### src/rtl/riscv_bus_arbiter_if.sv
// Bundle of the fetch, data and shared memory ports around the bus arbiter.
// The slave modport is the arbiter's view; master is the surrounding system.
interface riscv_bus_arbiter_if;
    logic        iBus_cmd_valid;
    logic        iBus_cmd_ready;
    logic [31:0] iBus_cmd_payload_pc;
    logic        iBus_rsp_ready;
    logic        iBus_rsp_err;
    logic [31:0] iBus_rsp_inst;

    logic        dBus_cmd_valid;
    logic        dBus_cmd_ready;
    logic        dBus_cmd_payload_wr;
    logic [31:0] dBus_cmd_payload_address;
    logic [31:0] dBus_cmd_payload_data;
    logic [1:0]  dBus_cmd_payload_size;
    logic        dBus_rsp_ready;
    logic        dBus_rsp_err;
    logic [31:0] dBus_rsp_data;

    logic        mem_cmd_valid;
    logic        mem_cmd_ready;
    logic [31:0] mem_cmd_payload_address;
    logic        mem_cmd_payload_wr;
    logic [31:0] mem_cmd_payload_data;
    logic [1:0]  mem_cmd_payload_size;
    logic        mem_rsp_valid;
    logic        mem_rsp_err;
    logic [31:0] mem_rsp_data;

    modport slave (
        input  iBus_cmd_valid, iBus_cmd_payload_pc,
        output iBus_cmd_ready, iBus_rsp_ready, iBus_rsp_err, iBus_rsp_inst,
        input  dBus_cmd_valid, dBus_cmd_payload_wr, dBus_cmd_payload_address,
        input  dBus_cmd_payload_data, dBus_cmd_payload_size,
        output dBus_cmd_ready, dBus_rsp_ready, dBus_rsp_err, dBus_rsp_data,
        output mem_cmd_valid, mem_cmd_payload_address, mem_cmd_payload_wr,
        output mem_cmd_payload_data, mem_cmd_payload_size,
        input  mem_cmd_ready, mem_rsp_valid, mem_rsp_err, mem_rsp_data
    );

    modport master (
        output iBus_cmd_valid, iBus_cmd_payload_pc,
        input  iBus_cmd_ready, iBus_rsp_ready, iBus_rsp_err, iBus_rsp_inst,
        output dBus_cmd_valid, dBus_cmd_payload_wr, dBus_cmd_payload_address,
        output dBus_cmd_payload_data, dBus_cmd_payload_size,
        input  dBus_cmd_ready, dBus_rsp_ready, dBus_rsp_err, dBus_rsp_data,
        input  mem_cmd_valid, mem_cmd_payload_address, mem_cmd_payload_wr,
        input  mem_cmd_payload_data, mem_cmd_payload_size,
        output mem_cmd_ready, mem_rsp_valid, mem_rsp_err, mem_rsp_data
    );
endinterface

### src/rtl/riscv_bus_arbiter.sv
// Shares one memory port between instruction fetch and data access,
// one transaction at a time, round-robin on ties, with response timeout.
module riscv_bus_arbiter #(
    parameter int unsigned TIMEOUT = 255
) (
    input  logic                clk,
    input  logic                rst,
    riscv_bus_arbiter_if.slave  bus
);
    typedef enum logic [1:0] {IDLE, CMD, RSP} state_t;

    localparam logic [15:0] TIMER_LAST = 16'(TIMEOUT - 1);

    state_t      state;
    state_t      state_next;
    logic        last_dbus;
    logic        owner_dbus;
    logic [15:0] timer;
    logic [31:0] pay_addr;
    logic [31:0] pay_data;
    logic        pay_wr;
    logic [1:0]  pay_size;
    logic        grant_i;
    logic        grant_d;
    logic        rsp_fire;
    logic        rsp_timeout;
    logic        rsp_i;
    logic        rsp_d;

    always_ff @(posedge clk or posedge rst) begin
        if (rst) state <= IDLE;
        else     state <= state_next;
    end

    always_comb begin
        state_next  = state;
        grant_i     = 1'b0;
        grant_d     = 1'b0;
        rsp_fire    = 1'b0;
        rsp_timeout = 1'b0;
        unique case (state)
            IDLE: begin
                // On a tie the requester that was not served last wins
                grant_i = bus.iBus_cmd_valid &&
                          (!bus.dBus_cmd_valid || last_dbus);
                grant_d = bus.dBus_cmd_valid && !grant_i;
                if (grant_i || grant_d) state_next = CMD;
            end
            CMD: begin
                if (bus.mem_cmd_ready) state_next = RSP;
            end
            RSP: begin
                rsp_timeout = !bus.mem_rsp_valid && (timer == TIMER_LAST);
                rsp_fire    = bus.mem_rsp_valid || rsp_timeout;
                if (rsp_fire) state_next = IDLE;
            end
            default: state_next = IDLE;
        endcase
    end

    always_ff @(posedge clk or posedge rst) begin
        if (rst) begin
            last_dbus  <= 1'b1;
            owner_dbus <= 1'b0;
            timer      <= 16'd0;
            pay_addr   <= 32'd0;
            pay_data   <= 32'd0;
            pay_wr     <= 1'b0;
            pay_size   <= 2'd0;
        end else begin
            if (grant_i || grant_d) begin
                owner_dbus <= grant_d;
                last_dbus  <= grant_d;
                pay_addr   <= grant_d ? bus.dBus_cmd_payload_address
                                      : bus.iBus_cmd_payload_pc;
                pay_data   <= grant_d ? bus.dBus_cmd_payload_data : 32'd0;
                pay_wr     <= grant_d && bus.dBus_cmd_payload_wr;
                pay_size   <= grant_d ? bus.dBus_cmd_payload_size : 2'd2;
            end
            if (state == CMD && bus.mem_cmd_ready)
                timer <= 16'd0;
            else if (state == RSP && !rsp_fire)
                timer <= timer + 16'd1;
        end
    end

    // Ready is masked during reset so every output reads zero
    assign bus.iBus_cmd_ready = grant_i && !rst;
    assign bus.dBus_cmd_ready = grant_d && !rst;

    assign bus.mem_cmd_valid           = (state == CMD);
    assign bus.mem_cmd_payload_address = pay_addr;
    assign bus.mem_cmd_payload_data    = pay_data;
    assign bus.mem_cmd_payload_wr      = pay_wr;
    assign bus.mem_cmd_payload_size    = pay_size;

    assign rsp_i = rsp_fire && !owner_dbus;
    assign rsp_d = rsp_fire && owner_dbus;

    assign bus.iBus_rsp_ready = rsp_i;
    assign bus.iBus_rsp_err   = rsp_i && (rsp_timeout || bus.mem_rsp_err);
    assign bus.iBus_rsp_inst  = (rsp_i && bus.mem_rsp_valid)
                              ? bus.mem_rsp_data : 32'd0;
    assign bus.dBus_rsp_ready = rsp_d;
    assign bus.dBus_rsp_err   = rsp_d && (rsp_timeout || bus.mem_rsp_err);
    assign bus.dBus_rsp_data  = (rsp_d && bus.mem_rsp_valid)
                              ? bus.mem_rsp_data : 32'd0;
endmodule

### src/flat_wrapper.sv
// flat-port wrapper written by rule: the top's interface ports become plain ports
module riscv_bus_arbiter_flat 
#(
    parameter int unsigned TIMEOUT = 255
)
  (clk, rst, bus_iBus_cmd_valid, bus_iBus_cmd_payload_pc, bus_iBus_cmd_ready, bus_iBus_rsp_ready, bus_iBus_rsp_err, bus_iBus_rsp_inst, bus_dBus_cmd_valid, bus_dBus_cmd_payload_wr, bus_dBus_cmd_payload_address, bus_dBus_cmd_payload_data, bus_dBus_cmd_payload_size, bus_dBus_cmd_ready, bus_dBus_rsp_ready, bus_dBus_rsp_err, bus_dBus_rsp_data, bus_mem_cmd_valid, bus_mem_cmd_payload_address, bus_mem_cmd_payload_wr, bus_mem_cmd_payload_data, bus_mem_cmd_payload_size, bus_mem_cmd_ready, bus_mem_rsp_valid, bus_mem_rsp_err, bus_mem_rsp_data);
  riscv_bus_arbiter_if bus_i ();
  input  logic clk;
  input  logic rst;
  input wire logic [$bits(bus_i.iBus_cmd_valid)-1:0] bus_iBus_cmd_valid;
  input wire logic [$bits(bus_i.iBus_cmd_payload_pc)-1:0] bus_iBus_cmd_payload_pc;
  output wire logic [$bits(bus_i.iBus_cmd_ready)-1:0] bus_iBus_cmd_ready;
  output wire logic [$bits(bus_i.iBus_rsp_ready)-1:0] bus_iBus_rsp_ready;
  output wire logic [$bits(bus_i.iBus_rsp_err)-1:0] bus_iBus_rsp_err;
  output wire logic [$bits(bus_i.iBus_rsp_inst)-1:0] bus_iBus_rsp_inst;
  input wire logic [$bits(bus_i.dBus_cmd_valid)-1:0] bus_dBus_cmd_valid;
  input wire logic [$bits(bus_i.dBus_cmd_payload_wr)-1:0] bus_dBus_cmd_payload_wr;
  input wire logic [$bits(bus_i.dBus_cmd_payload_address)-1:0] bus_dBus_cmd_payload_address;
  input wire logic [$bits(bus_i.dBus_cmd_payload_data)-1:0] bus_dBus_cmd_payload_data;
  input wire logic [$bits(bus_i.dBus_cmd_payload_size)-1:0] bus_dBus_cmd_payload_size;
  output wire logic [$bits(bus_i.dBus_cmd_ready)-1:0] bus_dBus_cmd_ready;
  output wire logic [$bits(bus_i.dBus_rsp_ready)-1:0] bus_dBus_rsp_ready;
  output wire logic [$bits(bus_i.dBus_rsp_err)-1:0] bus_dBus_rsp_err;
  output wire logic [$bits(bus_i.dBus_rsp_data)-1:0] bus_dBus_rsp_data;
  output wire logic [$bits(bus_i.mem_cmd_valid)-1:0] bus_mem_cmd_valid;
  output wire logic [$bits(bus_i.mem_cmd_payload_address)-1:0] bus_mem_cmd_payload_address;
  output wire logic [$bits(bus_i.mem_cmd_payload_wr)-1:0] bus_mem_cmd_payload_wr;
  output wire logic [$bits(bus_i.mem_cmd_payload_data)-1:0] bus_mem_cmd_payload_data;
  output wire logic [$bits(bus_i.mem_cmd_payload_size)-1:0] bus_mem_cmd_payload_size;
  input wire logic [$bits(bus_i.mem_cmd_ready)-1:0] bus_mem_cmd_ready;
  input wire logic [$bits(bus_i.mem_rsp_valid)-1:0] bus_mem_rsp_valid;
  input wire logic [$bits(bus_i.mem_rsp_err)-1:0] bus_mem_rsp_err;
  input wire logic [$bits(bus_i.mem_rsp_data)-1:0] bus_mem_rsp_data;
  assign bus_i.iBus_cmd_valid = bus_iBus_cmd_valid;
  assign bus_i.iBus_cmd_payload_pc = bus_iBus_cmd_payload_pc;
  assign bus_iBus_cmd_ready = bus_i.iBus_cmd_ready;
  assign bus_iBus_rsp_ready = bus_i.iBus_rsp_ready;
  assign bus_iBus_rsp_err = bus_i.iBus_rsp_err;
  assign bus_iBus_rsp_inst = bus_i.iBus_rsp_inst;
  assign bus_i.dBus_cmd_valid = bus_dBus_cmd_valid;
  assign bus_i.dBus_cmd_payload_wr = bus_dBus_cmd_payload_wr;
  assign bus_i.dBus_cmd_payload_address = bus_dBus_cmd_payload_address;
  assign bus_i.dBus_cmd_payload_data = bus_dBus_cmd_payload_data;
  assign bus_i.dBus_cmd_payload_size = bus_dBus_cmd_payload_size;
  assign bus_dBus_cmd_ready = bus_i.dBus_cmd_ready;
  assign bus_dBus_rsp_ready = bus_i.dBus_rsp_ready;
  assign bus_dBus_rsp_err = bus_i.dBus_rsp_err;
  assign bus_dBus_rsp_data = bus_i.dBus_rsp_data;
  assign bus_mem_cmd_valid = bus_i.mem_cmd_valid;
  assign bus_mem_cmd_payload_address = bus_i.mem_cmd_payload_address;
  assign bus_mem_cmd_payload_wr = bus_i.mem_cmd_payload_wr;
  assign bus_mem_cmd_payload_data = bus_i.mem_cmd_payload_data;
  assign bus_mem_cmd_payload_size = bus_i.mem_cmd_payload_size;
  assign bus_i.mem_cmd_ready = bus_mem_cmd_ready;
  assign bus_i.mem_rsp_valid = bus_mem_rsp_valid;
  assign bus_i.mem_rsp_err = bus_mem_rsp_err;
  assign bus_i.mem_rsp_data = bus_mem_rsp_data;
  riscv_bus_arbiter #(.TIMEOUT(TIMEOUT)) u_core (.clk(clk), .rst(rst), .bus(bus_i));
endmodule
### config.mk
export PLATFORM = sky130hd
export DESIGN_NAME = riscv_bus_arbiter_flat
export DESIGN_NICKNAME = d
export VERILOG_FILES = /design/src/rtl/riscv_bus_arbiter_if.sv /design/src/rtl/riscv_bus_arbiter.sv /design/src/flat_wrapper.sv
export SDC_FILE = /design/constraint.sdc
export NUM_CORES = 1
export LEC_CHECK = 0
export CAP_MARGIN = 15
export CORE_UTILIZATION = 25
export DETAILED_ROUTE_END_ITERATION = 6
export PLACE_DENSITY_LB_ADDON = 0.08
export SYNTH_ARGS = -nofsm -noshare
export SYNTH_HDL_FRONTEND = slang
export SYNTH_SLANG_ARGS = --single-unit
### constraint.sdc
create_clock -name clk -period 3.7 [get_ports clk]
set_clock_uncertainty 0.2 [all_clocks]
set_input_delay 0.37 -clock clk [delete_from_list [all_inputs] [get_ports clk]]
set_output_delay 0.37 -clock clk [all_outputs]
set_load 0.005 [all_outputs]
==> results of run 1 <==
==> synth_stat cells (3+ instances only) <==
| library cell | count | area share |
|---|---|---|
| dfrtp_1 | 86 | 0.52 |
| and2_1 | 67 | 0.10 |
| a22o_1 | 34 | 0.071 |
| a221o_1 | 32 | 0.077 |
| and2_0 | 32 | 0.048 |
| clkbuf_1 | 21 | 0.019 |
| nand2_1 | 19 | 0.017 |
| a21oi_1 | 13 | 0.016 |
| inv_1 | 6 | 0.0054 |
| mux2i_1 | 6 | 0.014 |
| nand3_1 | 6 | 0.0072 |
| or4_1 | 6 | 0.011 |
| nor2_1 | 5 | 0.0045 |
| o31ai_1 | 5 | 0.0090 |
| buf_1 | 4 | 0.0036 |
| nor3_1 | 4 | 0.0048 |
| o21ai_0 | 4 | 0.0048 |
| and3_1 | 3 | 0.0045 |
==> metrics by stage <==
step | hold slack (ns) | cells
2_1_floorplan | 0.260 | 385
3_3_place_gp | 0.286 | 856
3_5_place_dp | 0.291 | 856
4_1_cts | 0.310 | 872
5_1_grt | 0.320 | 872
6_report | 0.303 | 872
==> final cells by class <==
| class | count | area, um^2 |
|---|---|---|
| Multi-Input combinational cell | 264 | 1900 |
| Sequential cell | 87 | 2180 |
| Fill cell | 1489 | 8570 |
| Clock inverter | 7 | 143 |
| Tap cell | 216 | 270 |
| Timing Repair Buffer | 283 | 2810 |
| Clock buffer | 9 | 225 |
| Inverter | 6 | 23.8 |
==> metal layers <==
metal | vias to the layer above | routed length (um) | GRT usage | share of wire
met5 | - | 0 | 0 | 0
met4 | 0 | 255 | 0.0529 | 0.018
met3 | 13 | 1360 | 0.0683 | 0.097
met2 | 193 | 6880 | 0.289 | 0.49
met1 | 1899 | 5550 | 0.182 | 0.40
li1 | 1932 | - | - | -
==> how the worst max path moves through the flow <==
stage | slack (ns) | startpoint | endpoint
6_report | 0.41 | u_core.timer[0] | bus_iBus_rsp_err
5_1_grt | 0.21 | u_core.timer[0] | bus_iBus_rsp_err
4_1_cts | 0.38 | u_core.timer[0] | bus_iBus_rsp_err
3_5_place_dp | 0.76 | u_core.timer[0] | bus_iBus_rsp_err
3_3_place_gp | 0.82 | u_core.timer[0] | bus_iBus_rsp_err
2_1_floorplan | 0.62 | rst | bus_dBus_cmd_ready
==> cell families (layout without fill, tap and decap cells) <==
group | count (synthesis) | in the layout | synth area share
AOI/OAI and AO/OA | 96 | 96 | 0.194
DFF | 87 | 87 | 0.522
muxes | 6 | 6 | 0.0144
and+or+nand+nor | 160 | 160 | 0.231
buffers and inverters | 34 | 305 | 0.0330
adders and majority gates | 2 | 2 | 0.00600
==> power by group through the flow <==
stage	combinational, W	sequential [W]	clock, W
after floorplan	0.000824	0.00158	0
after global placement	0.00206	0.00157	0
after detailed placement	0.00208	0.00157	0
after CTS	0.00208	0.00158	0.00115
after global routing	0.00222	0.00163	0.00119
final	0.00203	0.00158	0.00113
==> state kept, by name (all words and copies together), names as in the netlist <==
| signal | flops |
|---|---|
| u_core.bus.mem_cmd_payload_size | 2 |
| u_core.last_dbus | 1 |
| u_core.bus.mem_cmd_payload_data | 32 |
| u_core.state | 2 |
| u_core.bus.mem_cmd_payload_wr | 1 |
| u_core.timer | 16 |
| u_core.bus.mem_cmd_payload_address | 32 |
| u_core.owner_dbus | 1 |
==> run summary, run 1 <==
The flow ran to the end, and the final reports show no timing, DRC or antenna violations. The count of different cell masters after synthesis was 40; the setup slack on the worst flop-to-flop path was 1.46 ns. The tools report the number of antenna violations at the first check in global routing as 0.

Counting flops and latches in the post-synthesis netlist gives 87. STA puts the critical path data required time at 3.13 ns. Post-CTS repair changed the size of 0 cells. The max-slew violation count was 0. 276 I/O pins were placed.

The tools report the design internal power as 0.00334 W. The dominant delay contributor by cell family on the critical path was simple AND/OR/NAND/NOR gates. Via count: 4,037. The starting density of the core is 0.259, and the total wire length is 14,100 um. CTS placed an instance of clkbuf_16 at the clock tree root. In this run the post-CTS setup repair buffer count came out at 0.

Class of the most critical setup path: flip-flop to primary output. In this run the power spent charging and discharging nets is 0.00140 W. The die covers 17,200 um^2. The floorplan step defined a core boundary enclosing 16,100 um^2. For the worst setup path, the data arrival time is 2.72 ns. In this run the worst path has a maximum fanout of 15. Final critical-path share of the clock period: 0.889.

Dividing total power by cell area gives a power density of 627 nW/um^2. Compared with the post-synthesis result, the final layout area differs by 80.9%. The tools report the number of buffers inserted during clock tree synthesis as 9.

Prior to clock tree synthesis, the placed netlist has a worst setup slack of 0.764 ns. Traced cell by cell, the critical path runs through inv_1 > ha_1 > nor4b_1 > and4_1 > mux2i_1 > nor3_1 > clkdlybuf4s50_1. The share of total power in the clock network was 0.238; the length of the first detailed-routing pass in iterations was 4.

The most common cell after layout, fill and taps aside was clkdlybuf4s50_1. After routing the design area is 7550 um^2. The switching share of power works out to 0.295.

Counting buffers and inverters, the worst setup path is 7 cells deep. The clock tree buffer depth is 2. The logic gate share of total power came out at 0.429.

In this run, synthesis inferred 0 flip-flops with an integrated enable. Final hold violation count: 0. The residual DRC count was 0; the proportion of synthesized chip area in sequential cells was 0.522. After synthesis, the mean cell area works out to 10.8 um^2. Synthesized netlist net count: 525. Once placement finished, the instance area stood at 7180 um^2. The clock period could shrink to 3.29 ns.

In this run, the number of DRC markers left after iteration 0 of detailed routing was 159. The count of inserted antenna diode cells was 0. The worst register-to-register path ends at u_core.bus.mem_cmd_payload_address[24].

Overall power consumption after layout is estimated at 0.00473 W. The slew at the pin closest to its max-slew limit was 0.790 ns; the overall track demand over capacity in global routing was 0.166. Setup repair after global routing left no endpoint under its margin. The run gives 0.468 as the core occupancy in the finished layout.

The floorplan die height is 131 um, and the share of total power in sequential cells is 0.333. TritonCTS built the clock tree. The floorplan has 46 rows.

The run gives 4,169 as the number of global-route vias before repair. Yosys printed 0 warnings. The share of post-route cells with drive strength above 1 came out at 0.0488. The worst hold path belongs to the class flip-flop to flip-flop. After detailed routing, the number of vias per cell comes to 4.63.

In the final timing run, aggregate negative setup slack is 0 ns. Max-cap violations in this run came to 0. Across the VDD grid, the largest voltage drop is 0.000269 V.

Among all flip-flop cells after synthesis, the most frequent one is dfrtp_1. The slowest stage of the critical path is the and4_1 cell. Once detailed placement completed, the half-perimeter wirelength came to 10,200 um. The count of input and output buffers is 275, and the antenna violation net count after detailed routing is 0. For the leakage power of the design, the log shows 3.06 nW. The post-synthesis cell area is 4170 um^2. For hold timing, the worst endpoint is u_core.timer[3]. Entering global routing, the biggest net connects 68 pins. The worst setup path is captured at a primary output.

The run gives 791 as the number of nets in the layout. Setup violations remaining at the end of the flow were counted as 0. Reg-to-reg startpoint: u_core.state[0]. The clock slew at the register clock pins of the worst setup and hold paths was 0.07 ns. The H-tree was split into 3 levels. The tools report the post-synthesis instance total as 385. The first-pass GRT wire length is 22,500 um, and the die extent in x is 131 um. Static timing analysis puts the maximum clock frequency at 0.304 GHz.

Highest cell delay on the worst timing path: 0.54 ns. At the end of routability-driven placement, the weighted congestion stood at 0.836. The logs give 0.411 ns for the minimum setup slack in the final design and 0.467 for the worst slew margin relative to its limit. For this design, the sink count on the clock tree is 87. Global routing finished with a remaining overflow of 0. In the layout the commonest cells are clkdlybuf4s50_1 (275), dfrtp_1 (86), and2_1 (67).

The clock reaches the later pin of the worst-skew pair after 0.34 ns. After detailed routing, the average wire length per cell comes to 16.1 um. The fraction of registers with async set or reset after synthesis is 1.00, and the number of hold-repair buffers added at the cts stage is 0. The critical path contains buffers and inverters numbering 2 combined.

The startpoint type of the worst setup path was a flip-flop. Hold path depth: 1. The startpoint identified for the worst hold timing path is u_core.timer[3]. Counting cells, the worst reg-to-reg path comes to 5.
No activity file was read; power rests on OpenSTA's default activity.
==> run 2, diff against run 1 <==
--- a/config.mk
+++ b/config.mk
@@ -6,9 +6,10 @@
 export NUM_CORES = 1
 export LEC_CHECK = 0
 export CAP_MARGIN = 15
-export CORE_UTILIZATION = 25
+export CORE_UTILIZATION = 36
 export DETAILED_ROUTE_END_ITERATION = 6
 export PLACE_DENSITY_LB_ADDON = 0.08
 export SYNTH_ARGS = -nofsm -noshare
 export SYNTH_HDL_FRONTEND = slang
 export SYNTH_SLANG_ARGS = --single-unit
+export TNS_END_PERCENT = 30
==> run summary, run 2 (synthesized netlist as in run 1, its figures left out) <==
The die extent in x is 110 um (-16%), and the length of the first detailed-routing pass in iterations is 4 (unchanged). The top cell types in the final layout, fill and taps aside, are clkdlybuf4s50_1 (275), dfrtp_1 (86), and2_1 (67). The setup slack on the worst flop-to-flop path is 1.46 ns (about the same), and the share of post-route cells with drive strength above 1 is 0.0459 (-0.00291).

Dominant delay contributor by cell family on the critical path: simple AND/OR/NAND/NOR gates. The logs give 254 (+60%) for the starting DRC count in detailed routing and 0.000384 V (+43%) for the largest voltage drop on the vdd net. The power density normalized to cell area was 626 nW/um^2 (-0.18%). The clock latency at the later pin of the worst-skew pair is 0.34 ns (about the same), and the routed length on met1 is 5010 um (-9.9%). The first-pass GRT wire length came out at 20,500 um (-8.8%). Walking the worst path, the cells encountered are nor2b_1 > and3_1 > and2_1 > clkdlybuf4s50_1.

The antenna violation net count after detailed routing was 0 (unchanged); the floorplan die height was 110 um (-16%). For the number of antenna violations at the first check in global routing, the log shows 1 (+1). The end of the worst register-to-register path was u_core.bus.mem_cmd_payload_address[17]. The worst setup path endpoint was bus_dBus_rsp_data[11].

The total number of cells along the worst setup path was 4 (-3). The tools report the number of buffers inserted during clock tree synthesis as 9 (unchanged). Final hold violation count: 0 (unchanged). The number of hold-repair buffers added at the cts stage was 0 (unchanged); the final critical-path share of the clock period was 0.908 (+0.0191). The time the worst path needs with I/O delays and setup was 3.36 ns (+0.0706 ns). The logs give 778 (-9.1%) for the post-placement cell count and 0 (unchanged) for the post-CTS setup buffer count. The startpoint type of the worst setup path was a flip-flop. The row count was 38 (-17%); the worst path required time was 3.13 ns (about the same).

The tightest min-delay check is of the primary input to async pin type. Setup repair after global routing left no endpoint under its margin. The total of max-cap violations is 0 (unchanged). Most common cell after layout, fill and taps aside: clkdlybuf4s50_1. Compared with the post-synthesis result, the final layout area differs by 77.6%.

For the worst path arrival time, the log shows 2.79 ns (+0.07 ns). The run finished with clean final reports. Clock tree root driver cell: clkbuf_16. Area of all placed cells without fillers: 7410 um^2 (-1.8%).

The count of input and output buffers was 275 (unchanged); the final global-route overflow total was 0 (unchanged). The most critical setup path has its startpoint at u_core.state[1]. The total chip power is 0.00464 W (-2.0%). Placed wire-length estimate after detailed placement: 10,400 um (+1.4%).

The run gives 0.377 (+0.118) as the starting density of the core. The maximum fanout count along the critical path came out at 32 (+17). The max-slew violation count was 0 (unchanged); the slew at the pin closest to its max-slew limit was 0.781 ns (-0.00907 ns). The run gives 13,800 um (-1.9%) as the total wire length.

For the maximum clock rate, the log shows 0.298 GHz (-2.1%). The clock slew at the register clock pins of the worst setup and hold paths was 0.06 ns (about the same); the number of cells upsized or downsized after cts was 0 (unchanged). The highest cell delay on the worst timing path works out to 0.75 ns (+0.21 ns). Number of global-route vias before repair: 4,022 (-3.5%).

The leakage power of the design was 3.03 nW (-0.83%); the clock tree buffer depth was 2 (unchanged). In this run the critical register-to-register path is launched from u_core.state[1]. The tools report the overall track demand over capacity in global routing as 0.227 (+0.0611). The logs give 68 (unchanged) for the pin count of the biggest net entering global routing and 0 (unchanged) for the number of endpoints failing setup at the final stage. Buffering stage count on the worst path with inverters included: 1 (-1). The overall die area came out at 12,000 um^2 (-30%).

The type of destination of the critical path is a primary output. The run gives 0 ns (unchanged) as the setup total negative slack. Number of cells on the worst reg-to-reg path: 5 (unchanged).

The class of the most critical setup path was flip-flop to primary output. The number of top-level pins was 276 (unchanged). For the filler cell count, the log shows 880 (-41%). The average detailed-routed wire length per instance works out to 17.3 um (+7.6%). The logs give 11,100 um^2 (-31%) for the standard cell core area and 0 (unchanged) for the residual DRC count. The worst slew margin relative to its limit was 0.473 (+0.00612).

The detailed-route vias per instance came out at 5.15 (+11%). TritonCTS built the clock tree. The routability-driven placement congestion ratio was 0.767 (-8.3%); the number of nets in the layout was 789 (-0.25%). The via count came out at 4,091 (+1.3%).

Slowest cell on the critical path: and3_1. The number of sinks handled by clock tree synthesis is 87 (unchanged). For the length of routed met2 wiring, the log shows 7260 um (+5.4%).

Final non-filler cell total: 795 (-8.8%). CTS H-tree depth: 3 (unchanged). The highest layer touched by signal routing is met4.

For the area after detailed placement, the log shows 7060 um^2 (-1.6%). Total length of routed met3 wires: 1330 um (-2.3%).
-- run 2: cell count changes in the layout (fill, tap and decap cells not counted), sizes merged --
cell	previous run	this run
bufinv	4	3
diode	0	1
clkinvlp	0	1
clkinv	2	3
inv	7	6
buf	8	6
-- run 2: layout make-up --
class / count / area [um^2] / share of cell area
repair buffers: 281 / 2800 / 0.378
flip-flops and latches: 87 / 2180 / 0.294
multi-input cells: 264 / 1890 / 0.255
clock buffers: 9 / 225 / 0.0304
well taps: 140 / 175 / 0.0236
clock inverters: 7 / 120 / 0.0162
inverters: 6 / 23.8 / 0.00321
diodes: 1 / 2.50 / 0.000338
-- run 2: report_power, final --
| group | internal [W] | total [W] | leakage [nW] | switching [W] |
|---|---|---|---|---|
| sequential | 0.00134 | 0.00158 | 1.12 | 0.000238 |
| clock | 0.000662 | 0.00104 | 0.166 | 0.000376 |
| combinational | 0.00126 | 0.00202 | 1.75 | 0.000764 |
-- run 2: layer usage --
layer | up-vias | global-route usage
li1 | 1933 | -
met1 | 1959 | 0.245
met2 | 186 | 0.409
met3 | 13 | 0.0788
met4 | 0 | 0.0819
met5 | - | 0
-- run 2: worst min-delay path by stage --
stage | from | to | slack [ns] | cells past startpoint
6_report | rst | u_core.timer[12] | 0.01 | 2
5_1_grt | rst | u_core.timer[12] | 0.01 | 2
4_1_cts | rst | u_core.timer[12] | 0.005 | 2
3_5_place_dp | u_core.bus.mem_cmd_payload_data[31] | u_core.bus.mem_cmd_payload_data[31] | 0.29 | 1
3_3_place_gp | u_core.bus.mem_cmd_payload_data[28] | u_core.bus.mem_cmd_payload_data[28] | 0.29 | 1
2_1_floorplan | u_core.timer[3] | u_core.timer[3] | 0.26 | 1
-- run 2: per-stage QoR --
| step | hold slack [ns] | utilization | setup slack [ns] |
|---|---|---|---|
| 3_3_place_gp | 0.287 | 0.638 | 0.817 |
| 3_5_place_dp | 0.290 | 0.638 | 0.744 |
| 5_1_grt | 0.0133 | 0.669 | 0.139 |
| 2_1_floorplan | 0.260 | - | 0.619 |
| 4_1_cts | 0.00486 | 0.669 | 0.351 |
| 6_report | 0.00987 | 0.669 | 0.341 |
==> run 3, diff against run 2 <==
--- a/config.mk
+++ b/config.mk
@@ -5,8 +5,9 @@
 export SDC_FILE = /design/constraint.sdc
 export NUM_CORES = 1
 export LEC_CHECK = 0
+export ABC_AREA = 1
 export CAP_MARGIN = 15
-export CORE_UTILIZATION = 36
+export CORE_UTILIZATION = 37
 export DETAILED_ROUTE_END_ITERATION = 6
 export PLACE_DENSITY_LB_ADDON = 0.08
 export SYNTH_ARGS = -nofsm -noshare
==> run summary, run 3 <==
The overall track demand over capacity in global routing was 0.247 (+0.0201). The clock latency at the later pin of the worst-skew pair came out at 0.33 ns (about the same). The predominant post-synthesis flop cell was dfrtp_1. For the starting density of the core, the log shows 0.382 (+0.00534). The logs give 0 ns (unchanged) for the setup total negative slack and 276 (unchanged) for the number of top-level pins. The final reports fail on design-rule violations.

The pin count of the biggest net entering global routing is 47 (-31%). The tools report the leakage power of the design as 3.44 nW (+13%). The number of cells upsized or downsized after cts was 0 (unchanged); the clock slew at the register clock pins of the worst setup and hold paths was 0.06 ns (about the same). The fraction of registers with async set or reset after synthesis is 1.00 (unchanged), and the final non-filler cell total is 958 (+21%). The die extent in x was 111 um (+1.3%). The slew at the pin closest to its max-slew limit is 0.823 ns (+0.0424 ns).

In the layout the commonest cells are clkdlybuf4s50_1 (275), nand2_1 (126), nor2_1 (89). The tools report the area after detailed placement as 7280 um^2 (+3.1%). STA classifies the critical path endpoint as a primary output. The most common cell after layout, fill and taps aside was clkdlybuf4s50_1. The biggest area contributor in the post-synthesis netlist is dfrtp_1. The maximum fanout count along the critical path is 33 (+3.1%).

Class of the most critical setup path: flip-flop to primary output. The final critical-path share of the clock period is 0.758 (-0.150). The number of cells on the worst reg-to-reg path works out to 7 (+2). The total wire length was 15,000 um (+8.9%). The most critical setup path has its startpoint at u_core.state[0]. The power density normalized to cell area was 589 nW/um^2 (-5.9%). For the number of global-route vias before repair, the log shows 4,728 (+18%). The tools report the worst path arrival time as 2.23 ns (-0.56 ns).

The number of antenna violations at the first check in global routing was 0 (-1); the residual DRC count was 40 (+40). The detailed-route vias per instance was 4.97 (-3.5%). Ranked by total cell area, the synthesized netlist is headed by dfrtp_1 (49%), nand2_1 (11%), nor2_1 (7.6%). The tools report the routability-driven placement congestion ratio as 0.833 (+8.6%).

The logs give 23,900 um (+16%) for the first-pass GRT wire length and 0 (unchanged) for the number of endpoints failing setup at the final stage. The worst hold path belongs to the class flip-flop to flip-flop. The worst path required time is 3.13 ns (about the same), and the synthesized netlist net count is 686 (+31%). The post-CTS setup buffer count was 0 (unchanged); the area of all placed cells without fillers was 7590 um^2 (+2.5%). The logs give 0 (unchanged) for the final global-route overflow total and 0 (unchanged) for the antenna violation net count after detailed routing.

Number of flops mapped to enable cells by yosys: 0 (unchanged). The startpoint identified for the worst register-to-register timing path is u_core.state[0]. CTS H-tree depth: 3 (unchanged). The run gives 0 (-1) as the count of inserted antenna diode cells.

Compared with the post-synthesis result, the final layout area differs by 72.6%. Number of nets in the layout: 950 (+20%). In the post-synthesis netlist, the cell with the most instances is nand2_1. The top-area cell type share of the netlist area is 0.489 (-0.0265), and the total of warnings raised by yosys is 0 (unchanged). The post-synthesis instance total was 546 (+42%); the number of buffers inserted during clock tree synthesis was 9 (unchanged). The count of input and output buffers was 275 (unchanged).

Setup repair after global routing left no endpoint under its margin. Ranked by instance count, the synthesized netlist is headed by nand2_1 (126), nor2_1 (89), dfrtp_1 (86), inv_1 (48), nand3_1 (47). The time the worst path needs with I/O delays and setup is 2.80 ns (-0.556 ns).

The number of hold-repair buffers added at the cts stage is 0 (unchanged). The logs give 11,500 um^2 (+4.0%) for the standard cell core area and 0.451 (-0.0221) for the worst slew margin relative to its limit. The maximum clock rate was 0.357 GHz (+20%). For the clock tree buffer depth, the log shows 2 (unchanged). TritonCTS built the clock tree. The share of post-route cells with drive strength above 1 is 0.0491 (+0.00321). The tools report the post-synthesis cell area as 4400 um^2 (+5.4%).

The end of the worst register-to-register path was u_core.bus.mem_cmd_payload_address[31]. The root buffer cell chosen for the clock tree is clkbuf_16. The logs give 87 (unchanged) for the number of sinks handled by clock tree synthesis and 320 (+26%) for the starting DRC count in detailed routing.

The run gives 0 (unchanged) as the final hold violation count. The count of different cell masters after synthesis came out at 28 (-30%). The largest voltage drop on the vdd net is 0.000385 V (+0.27%). The tightest hold margin was 0.295 ns (+0.285 ns); the total chip power was 0.00447 W (-3.6%). The total of max-cap violations came out at 0 (unchanged). The most critical setup path has its endpoint at bus_dBus_cmd_ready. The post-synthesis register bit count was 87 (unchanged). The average detailed-routed wire length per instance works out to 15.7 um (-9.7%). The run finished, with violations left. The tools report the via count as 4,759 (+16%).

The length of the first detailed-routing pass in iterations came out at 7 (+3). Mean instance size in the synthesized netlist: 8.06 um^2 (-26%). The floorplan die height is 111 um (+1.3%). The max-slew violation count was 0 (unchanged). The overall die area came out at 12,300 um^2 (+2.5%). The startpoint type of the worst setup path was a flip-flop. The proportion of synthesized chip area in sequential cells is 0.495 (-0.0269). Post-placement cell count: 942 (+21%). The run gives 11,600 um (+11%) as the placed wire-length estimate after detailed placement. The setup slack on the worst flop-to-flop path came out at 1.31 ns (-0.15 ns). For the row count, the log shows 39 (+2.6%).
## run 3: worst max-delay path: stages (launching register included)
cell,delay [ns]
dfrtp_1,0.40
nor2_2,0.21
buf_4,0.36
nand2_1,0.25
nor2_1,0.15
clkdlybuf4s50_1,0.51
## run 3: worst min path at each step
stage                                                   endpoint  slack, ns  cells past startpoint                                   start
after floorplan                                  u_core.state[0]       0.26                      1                       bus_mem_cmd_ready
after global placement    u_core.bus.mem_cmd_payload_address[31]       0.28                      2  u_core.bus.mem_cmd_payload_address[31]
after detailed placement  u_core.bus.mem_cmd_payload_address[24]       0.28                      2  u_core.bus.mem_cmd_payload_address[24]
after CTS                 u_core.bus.mem_cmd_payload_address[24]       0.30                      2  u_core.bus.mem_cmd_payload_address[24]
after global routing      u_core.bus.mem_cmd_payload_address[24]       0.32                      2  u_core.bus.mem_cmd_payload_address[24]
final                     u_core.bus.mem_cmd_payload_address[30]       0.29                      2  u_core.bus.mem_cmd_payload_address[30]
## run 3: power by group
part	switching [W]	internal, W	leakage [nW]
clock	0.000364	0.000591	0.147
sequential	0.000210	0.00130	1.12
combinational	0.000906	0.00110	2.18
## run 3: kinds of logic (layout without fill, tap and decap cells)
logic type                 Yosys count  in the layout  share of synthesized area
xor gates and xnor gates             6              6                     0.0119
adders and majority gates            2              2                    0.00569
AOI/OAI and AO/OA                   49             49                     0.0896
and+or+nand+nor                    314            314                      0.313
buffers and inverters               88            357                     0.0845
DFF                                 87             87                      0.495
## run 3: layer usage
| layer | track usage | share of wire |
|---|---|---|
| met1 | 0.267 | 0.37 |
| met2 | 0.441 | 0.51 |
| met3 | 0.0787 | 0.091 |
| met4 | 0.110 | 0.026 |
| met5 | 0 | 0 |
## run 3: stage by stage
stage                     utilization  setup slack [ns]
after detailed placement        0.633              1.13
after global placement          0.633              1.16
final                           0.659             0.897
after global routing            0.659             0.724
after floorplan                     -             0.881
after CTS                       0.659             0.884
## run 3: area by class of cell
type / instances / area [um^2]
clock buffers: 12 / 236
clock inverters: 4 / 72.6
fillers: 962 / 3920
inverters: 55 / 210
multi-input cells: 371 / 1860
flip-flops and latches: 87 / 2180
well taps: 143 / 179
repair buffers: 286 / 2860
